## src/rtl/ram_sp_64x23_ctrl_if.sv

```systemverilog
// Bundle between the requesters, the single-port SRAM wrapper and the ram_sp_64x23_ctrl arbiter.
// The slave modport is the controller; the master modport is everything around it.
interface ram_sp_64x23_ctrl_if #(
    parameter int unsigned ADR_WD = 6,
    parameter int unsigned DAT_WD = 23
);
    logic              init_req_i;
    logic              init_done_o;
    logic              wr_req_i;
    logic [ADR_WD-1:0] wr_adr_i;
    logic [DAT_WD-1:0] wr_dat_i;
    logic              wr_ack_o;
    logic              rd_req_i;
    logic [ADR_WD-1:0] rd_adr_i;
    logic              rd_ack_o;
    logic              rd_val_o;
    logic [DAT_WD-1:0] rd_dat_o;
    logic [ADR_WD-1:0] adr_o;
    logic              wr_ena_o;
    logic [DAT_WD-1:0] wr_dat_o;
    logic              rd_ena_o;
    logic [DAT_WD-1:0] rd_dat_i;

    modport master (
        output init_req_i, wr_req_i, wr_adr_i, wr_dat_i, rd_req_i, rd_adr_i, rd_dat_i,
        input  init_done_o, wr_ack_o, rd_ack_o, rd_val_o, rd_dat_o,
               adr_o, wr_ena_o, wr_dat_o, rd_ena_o
    );

    modport slave (
        input  init_req_i, wr_req_i, wr_adr_i, wr_dat_i, rd_req_i, rd_adr_i, rd_dat_i,
        output init_done_o, wr_ack_o, rd_ack_o, rd_val_o, rd_dat_o,
               adr_o, wr_ena_o, wr_dat_o, rd_ena_o
    );
endinterface

```

## src/rtl/ram_sp_64x23_ctrl.sv

```systemverilog
// Init sweep plus round-robin write/read arbitration for one single-port SRAM.
// Grants are combinational; read data comes straight from the SRAM the cycle after the grant.
module ram_sp_64x23_ctrl #(
    parameter int unsigned       ADR_WD      = 6,
    parameter int unsigned       DAT_WD      = 23,
    parameter logic [DAT_WD-1:0] INIT_VAL    = '0,
    parameter bit                INIT_ON_RST = 1'b1
) (
    input logic                clk,
    input logic                rstn,
    ram_sp_64x23_ctrl_if.slave cif
);
    typedef enum logic {ST_INIT, ST_IDLE} state_e;
    typedef enum logic {PTR_WR, PTR_RD} ptr_e;

    localparam logic [ADR_WD-1:0] CNT_LAST = '1;

    state_e            state_q, state_d;
    ptr_e              ptr_q, ptr_d;
    logic [ADR_WD-1:0] cnt_q, cnt_d;
    logic              rd_val_q, rd_val_d;
    logic [DAT_WD-1:0] rd_hold_q, rd_hold_d;
    logic              init_done_q, init_done_d;

    logic init_wr;
    logic serve;
    logic grant_wr;
    logic grant_rd;
    logic rd_val;

    // Everything facing the SRAM or the requesters is gated by rstn so reset silences the port at once.
    always_comb begin
        init_wr  = rstn && (state_q == ST_INIT);
        serve    = rstn && (state_q == ST_IDLE) && !cif.init_req_i;
        grant_wr = serve && cif.wr_req_i && (!cif.rd_req_i || (ptr_q == PTR_WR));
        grant_rd = serve && cif.rd_req_i && (!cif.wr_req_i || (ptr_q == PTR_RD));
        rd_val   = rstn && rd_val_q;
    end

    always_comb begin
        state_d = state_q;
        cnt_d   = cnt_q;
        ptr_d   = ptr_q;
        case (state_q)
            ST_INIT: begin
                cnt_d = cnt_q + 1'b1;
                if (cnt_q == CNT_LAST) begin
                    state_d = ST_IDLE;
                end
            end
            default: begin
                cnt_d = '0;
                if (cif.init_req_i) begin
                    state_d = ST_INIT;
                end
            end
        endcase
        if (grant_wr) begin
            ptr_d = PTR_RD;
        end else if (grant_rd) begin
            ptr_d = PTR_WR;
        end
        rd_val_d    = grant_rd;
        rd_hold_d   = rd_val ? cif.rd_dat_i : rd_hold_q;
        init_done_d = (state_q == ST_IDLE);
    end

    always_ff @(posedge clk) begin
        if (!rstn) begin
            state_q     <= INIT_ON_RST ? ST_INIT : ST_IDLE;
            cnt_q       <= '0;
            ptr_q       <= PTR_WR;
            rd_val_q    <= 1'b0;
            rd_hold_q   <= '0;
            init_done_q <= 1'b0;
        end else begin
            state_q     <= state_d;
            cnt_q       <= cnt_d;
            ptr_q       <= ptr_d;
            rd_val_q    <= rd_val_d;
            rd_hold_q   <= rd_hold_d;
            init_done_q <= init_done_d;
        end
    end

    always_comb begin
        cif.adr_o    = '0;
        cif.wr_dat_o = '0;
        if (init_wr) begin
            cif.adr_o    = cnt_q;
            cif.wr_dat_o = INIT_VAL;
        end else if (grant_wr) begin
            cif.adr_o    = cif.wr_adr_i;
            cif.wr_dat_o = cif.wr_dat_i;
        end else if (grant_rd) begin
            cif.adr_o    = cif.rd_adr_i;
        end
    end

    assign cif.wr_ack_o    = grant_wr;
    assign cif.rd_ack_o    = grant_rd;
    assign cif.wr_ena_o    = init_wr || grant_wr;
    assign cif.rd_ena_o    = grant_rd;
    assign cif.rd_val_o    = rd_val;
    assign cif.rd_dat_o    = rd_val ? cif.rd_dat_i : rd_hold_q;
    assign cif.init_done_o = init_done_q;
endmodule

```

## src/flat_wrapper.sv

```systemverilog
// flat-port wrapper written by rule: the top's interface ports become plain ports
module ram_sp_64x23_ctrl_flat 
#(
    parameter int unsigned       ADR_WD      = 6,
    parameter int unsigned       DAT_WD      = 23,
    parameter logic [DAT_WD-1:0] INIT_VAL    = '0,
    parameter bit                INIT_ON_RST = 1'b1
)
  (clk, rstn, cif_init_req_i, cif_wr_req_i, cif_wr_adr_i, cif_wr_dat_i, cif_rd_req_i, cif_rd_adr_i, cif_rd_dat_i, cif_init_done_o, cif_wr_ack_o, cif_rd_ack_o, cif_rd_val_o, cif_rd_dat_o, cif_adr_o, cif_wr_ena_o, cif_wr_dat_o, cif_rd_ena_o);
  ram_sp_64x23_ctrl_if #(.ADR_WD(ADR_WD), .DAT_WD(DAT_WD)) cif_i ();
  input logic clk;
  input logic rstn;
  input wire logic [$bits(cif_i.init_req_i)-1:0] cif_init_req_i;
  input wire logic [$bits(cif_i.wr_req_i)-1:0] cif_wr_req_i;
  input wire logic [$bits(cif_i.wr_adr_i)-1:0] cif_wr_adr_i;
  input wire logic [$bits(cif_i.wr_dat_i)-1:0] cif_wr_dat_i;
  input wire logic [$bits(cif_i.rd_req_i)-1:0] cif_rd_req_i;
  input wire logic [$bits(cif_i.rd_adr_i)-1:0] cif_rd_adr_i;
  input wire logic [$bits(cif_i.rd_dat_i)-1:0] cif_rd_dat_i;
  output wire logic [$bits(cif_i.init_done_o)-1:0] cif_init_done_o;
  output wire logic [$bits(cif_i.wr_ack_o)-1:0] cif_wr_ack_o;
  output wire logic [$bits(cif_i.rd_ack_o)-1:0] cif_rd_ack_o;
  output wire logic [$bits(cif_i.rd_val_o)-1:0] cif_rd_val_o;
  output wire logic [$bits(cif_i.rd_dat_o)-1:0] cif_rd_dat_o;
  output wire logic [$bits(cif_i.adr_o)-1:0] cif_adr_o;
  output wire logic [$bits(cif_i.wr_ena_o)-1:0] cif_wr_ena_o;
  output wire logic [$bits(cif_i.wr_dat_o)-1:0] cif_wr_dat_o;
  output wire logic [$bits(cif_i.rd_ena_o)-1:0] cif_rd_ena_o;
  assign cif_i.init_req_i = cif_init_req_i;
  assign cif_i.wr_req_i = cif_wr_req_i;
  assign cif_i.wr_adr_i = cif_wr_adr_i;
  assign cif_i.wr_dat_i = cif_wr_dat_i;
  assign cif_i.rd_req_i = cif_rd_req_i;
  assign cif_i.rd_adr_i = cif_rd_adr_i;
  assign cif_i.rd_dat_i = cif_rd_dat_i;
  assign cif_init_done_o = cif_i.init_done_o;
  assign cif_wr_ack_o = cif_i.wr_ack_o;
  assign cif_rd_ack_o = cif_i.rd_ack_o;
  assign cif_rd_val_o = cif_i.rd_val_o;
  assign cif_rd_dat_o = cif_i.rd_dat_o;
  assign cif_adr_o = cif_i.adr_o;
  assign cif_wr_ena_o = cif_i.wr_ena_o;
  assign cif_wr_dat_o = cif_i.wr_dat_o;
  assign cif_rd_ena_o = cif_i.rd_ena_o;
  ram_sp_64x23_ctrl #(.ADR_WD(ADR_WD), .DAT_WD(DAT_WD), .INIT_VAL(INIT_VAL), .INIT_ON_RST(INIT_ON_RST)) u_core (.clk(clk), .rstn(rstn), .cif(cif_i));
endmodule
```

## config.mk

```make
export PLATFORM = sky130hd
export DESIGN_NAME = ram_sp_64x23_ctrl_flat
export DESIGN_NICKNAME = d
export VERILOG_FILES = /design/src/rtl/ram_sp_64x23_ctrl_if.sv /design/src/rtl/ram_sp_64x23_ctrl.sv /design/src/flat_wrapper.sv
export SDC_FILE = /design/constraint.sdc
export NUM_CORES = 1
export LEC_CHECK = 0
export ABC_AREA = 1
export CAP_MARGIN = 20
export CELL_PAD_IN_SITES_DETAIL_PLACEMENT = 1
export CELL_PAD_IN_SITES_GLOBAL_PLACEMENT = 2
export CORE_MARGIN = 4
export CORE_UTILIZATION = 17
export DETAILED_ROUTE_END_ITERATION = 7
export HOLD_SLACK_MARGIN = 0.02
export PLACE_DENSITY_LB_ADDON = 0.1
export SLEW_MARGIN = 20
export SYNTH_ARGS = -nofsm -noshare
export SYNTH_HDL_FRONTEND = slang
export SYNTH_SLANG_ARGS = --single-unit
```

## constraint.sdc

```tcl
create_clock -name clk -period 1.2 [get_ports clk]
set_input_delay 0.24 -clock clk [delete_from_list [all_inputs] [get_ports clk]]
set_output_delay 0.24 -clock clk [all_outputs]
set_load 0.01 [all_outputs]
```

### After elaboration in Yosys (flattened, before gate mapping)

Index checks and enable logic that the tools add are counted.
W data, S select, Z words.

* bits of input ports: 63
* register bits: 33
* output and inout bits: 58

* add/subtract/negate cells: 1
* bitwise logic cells: 3
* equal/unequal tests: 1
* mux-type cells: 11
* reduce and logical (&&, ||, !) cells: 16

Operator list (count)
* $mux W23: 3
* $mux W6: 3
* $logic_and A1 B1 Y1: 8
* $add A6 B1 Y6 const B: 1
* $eq A6 B6 Y1 const B: 1
* $mux W1: 5
* $logic_not A1 Y1: 3
* $logic_or A1 B1 Y1: 3
* $not A1 Y1: 3
* $reduce_bool A2 Y1: 1
* $reduce_or A2 Y1: 1

### Longest topological paths before layout

* depth in word-level cells: 7
* gate-level depth with buffers: 6
* depth with buffers taken out: 6

### Least setup slack after synthesis

No wires, ideal clock.

* path type: in2out
* start point: input port cif_rd_req_i
* end point: output port cif_wr_dat_o[14]
* setup slack: -0.027 ns
* stages on the path: 5
* arrival: 0.987 ns
* cells stage by stage: buf_6 > a21oi_4 > nand2_4 > buf_6 > nor2_1

* cells in the longest elaborated chain, start to end: 5

RTL lines
* start: declaration: RTL line flat_wrapper.sv:17 `input wire logic [$bits(cif_i.rd_req_i)-1:0] cif_rd_req_i;`
* $logic_not A1 Y1: RTL line ram_sp_64x23_ctrl.sv:35 `grant_wr = serve && cif.wr_req_i && (!cif.rd_req_i || (ptr_q == PTR_WR));`
* $logic_or A1 B1 Y1: RTL line ram_sp_64x23_ctrl.sv:35
* $logic_and A1 B1 Y1: RTL line ram_sp_64x23_ctrl.sv:35
* $mux W23: RTL line ram_sp_64x23_ctrl.sv:92 `end else if (grant_wr) begin`
* $mux W23: RTL line ram_sp_64x23_ctrl.sv:89 `if (init_wr) begin`
* end: declaration: RTL line flat_wrapper.sv:27 `output wire logic [$bits(cif_i.wr_dat_o)-1:0] cif_wr_dat_o;`

Every way passes these cells.

### Final worst setup path

* start point: register u_core.state_q (netlist: u_core.init_done_d)
* end point: output port cif_wr_dat_o[4]

* cells in the longest elaborated chain, start to end: 6

RTL lines
* start: declaration: RTL line ram_sp_64x23_ctrl.sv:18 `state_e state_q, state_d;`
* start signal: assignment: RTL line ram_sp_64x23_ctrl.sv:70 `state_q <= INIT_ON_RST ? ST_INIT : ST_IDLE;`
* start signal: assignment: RTL line ram_sp_64x23_ctrl.sv:77 `state_q <= state_d;`
* $logic_and A1 B1 Y1 (2 in a row): RTL line ram_sp_64x23_ctrl.sv:34 `serve = rstn && (state_q == ST_IDLE) && !cif.init_req_i;`
* $logic_and A1 B1 Y1 (2 in a row): RTL line ram_sp_64x23_ctrl.sv:35
* $mux W23: RTL line ram_sp_64x23_ctrl.sv:92
* $mux W23 (*): RTL line ram_sp_64x23_ctrl.sv:89

Mark *: on every way between the ends. The rest lies on a longest branch, timed or not.

==> impl_metrics.yaml <==
route:
  drtIter0Drc: 32
  vias: 2385
  route.antenna.remaining_nets: 0
  wire_per_inst_um: 14.4
  vias_per_cell: 4.06
  drc_errors: 0
  wl_mm: 8.44
  firstDrtPassIters: 3
die:
  die_h_um: 109
  start_util: 0.176
  core_um2: 9910
  die_width_um: 109
  die_area_um2: 12000
  rows: 36
  ios: 121
logic_synthesis:
  synth_mux_area_frac: 0
  yosysTopAreaCell: "dfxtp_1"
  netlist_instances: 255
  synth_simple_gate_area_frac: 0.240
  seq_area_frac_synth: 0.378
  synth_top_area_frac: 0.378
  synth-edff-count: 0
  synth.most_common_cell: "inv_1"
  avgSynthCellArea_um2: 6.85
  ys_ff_latch: 33
  synth_nets: 319
  synth_warnings: 0
  synthAdderAreaFrac: 0.00716
  dominantRegCellSynth: "dfxtp_1"
  async_flop_share: 0
  synth_cell_types: 22
  synthXorXnorAreaFrac: 0.00501
  synth.area.top_cells: "dfxtp_1, inv_1, nor2_1"
  yosys-top-cells-count: "inv_1, nor2_1, dfxtp_1"
  synthesis.area_um2: 1750
  synth_compound_gate_area_share: 0.192
  synth_top_family_by_area: "simple AND/OR/NAND/NOR gates"
sta:
  skew_ns: 0.00456
  finalCritPeriodShare: 1.32
  finalHoldViolations: 0
  max_slew_margin: 0.767
  setup_violations: 57
  finalSetupTns_ns: -19.86
  period_needed_ns: 1.59
  fmax_mhz: 631
  timing.final.ws_setup_ns: -0.386
  rsz0062_at_grt: "yes"
  slew_violations: 0
  worst_slew_pin_slew_ns: 0.350
min_path:
  hold_start: "cif_wr_req_i"
  hp-class: "input port to register"
final_layout:
  final_cell_area_um2: 4270
  final_util: 0.431
  nFillCells: 1206
  finalNetCount: 518
  final_layout_size_suffix_gt1_frac: 0.531
  area_growth_pct: 144
  num_antenna_cells: 0
placed_design:
  placed_area_um2: 3550
  dp_slack_ns: -1.02
  gp_congestion: 0.712
  dp_hpwl_mm: 5.64
  io_buffers: 120
worst_setup_path:
  critPathSlowestCell: "dfxtp_2"
  crit_path_start_kind: "register"
  critPathCaptureType: "primary output"
  startpoint: "u_core.init_done_d"
  cp_max_fo: 7
  criticalPathCategory: "register to primary output"
  path_common_cell: "nor2_4"
  cpPeakStageDelay_ns: 0.36
  path_cells: "nand2_4 > nor2_4 > buf_12 > nand2_8 > nor2_4 > buf_6"
  crit_arrival_ns: 1.35
  reg2reg_from: "u_core.rd_val_q"
  cp.required_ns: 0.96
cts:
  clock-sinks: 33
  clk_pin_slew_ns: 0.07
  clk_latency_ns: 0.28
  clockRootBuffer: "clkbuf_8"
  h-tree-depth: 2
  tritoncts: "done"
  postCtsHoldBufs: 0
  cts_buffers: 5
  cts_max_path_buffers: 2
grt:
  grt_pass1_vias: 2500
  grt_pass1_wl_mm: 12.8
  grt_max_degree: 25
  grt_overflow: 0
  gr-usage-all-layers: 0.136
  antenna_found_initial: 0
run_status:
  status: "finished, violations left"
  violations: "setup timing"
pwr:
  powerDensity_nw_per_um2: 558
  p_leak_nw: 1.89
  ir_drop_mv: 0.401
job:
  maxCapViolCount: 0
cell usage in the layout, fill, tap and decap left out, drive strengths merged, types with 10 or more instances in the layout:
cell,Yosys,final
buf,10,138
clkdlybuf4s50,0,58
inv,58,58
nor2,54,54
dfxtp,33,33
a21oi,29,29
a211oi,23,23
nand2,18,21
nand3,15,15
clkbuf,4,10
where the power goes:
part | switching [mW] | leakage, nW | internal (mW) | total (mW)
Clock | 0.407 | 0.0443 | 0.456 | 0.862
Sequential | 0.00429 | 0.268 | 1.10 | 1.10
Combinational | 0.171 | 1.58 | 0.246 | 0.417
Total | 0.582 | 1.89 | 1.80 | 2.38
what timing repair did:
item	CTS	global route
cloned	5	3
gates resized for setup	300	91
endpoints found under the setup margin	86	68
buffers inserted	8	4
pin swaps	4	10
stage by stage:
step	hold WS, ns	instances	power, mW
after global routing	0.432	587	2.52
after global placement	0.449	561	1.48
final	0.411	587	2.38
after CTS	0.398	581	2.40
after floorplan	0.336	255	1.21
after detailed placement	0.463	561	1.48
worst max-delay path, delay by kind of cell (launching register included):
| family | cells | cell delay [ns] |
|---|---|---|
| AND/OR/NAND/NOR | 4 | 0.43 |
| flip-flops | 1 | 0.36 |
| buffers and inverters | 2 | 0.27 |
flip-flops by register name (all words and copies together), names as in the netlist:
signal and flops:
u_core.rd_hold_q 23, u_core.cnt_q 6, u_core.cif.init_done_o 1, u_core.init_done_d 1
u_core.ptr_q 1, u_core.rd_val_q 1
layout make-up:
| type | instances | area [um2] | share of cell area |
|---|---|---|---|
| inverter | 58 | 218 | 0.0510 |
| sequential | 33 | 667 | 0.156 |
| tap | 133 | 166 | 0.0390 |
| clock buffer | 7 | 86.3 | 0.0202 |
| multi-input combinational | 153 | 1300 | 0.305 |
| timing repair buffer | 203 | 1830 | 0.429 |
logic make-up (layout without fill, tap and decap cells):
kind of cell,count (synthesis),count (layout)
adder cells (fa/ha/maj),1,1
AO/OA/AOI/OAI,53,53
AND/OR/NAND/NOR,95,98
XOR/XNOR,1,1
flip-flops,33,33
buffers and inverters,72,268
routing by layer:
metal | vias to the layer above | track usage | part of all wire
met2 | 44 | 0.244 | 0.54
li1 | 1210 | - | -
met1 | 1126 | 0.168 | 0.42
met4 | 0 | 0.0294 | 0.0063
met3 | 5 | 0.0264 | 0.040
met5 | - | 0 | 0
final timing paths:
| path | end | slack, ns | depth (start not counted) |
|---|---|---|---|
| worst max-delay path | cif_wr_dat_o[4] | -0.39 | 6 |
| worst min-delay path | u_core.rd_val_q | 0.41 | 3 |
| worst max register to register | u_core.rd_hold_q[11] | 0.04 | 6 |
| worst min register to register | u_core.rd_hold_q[19] | 0.49 | 2 |
(Power assumes the default switching activity.)
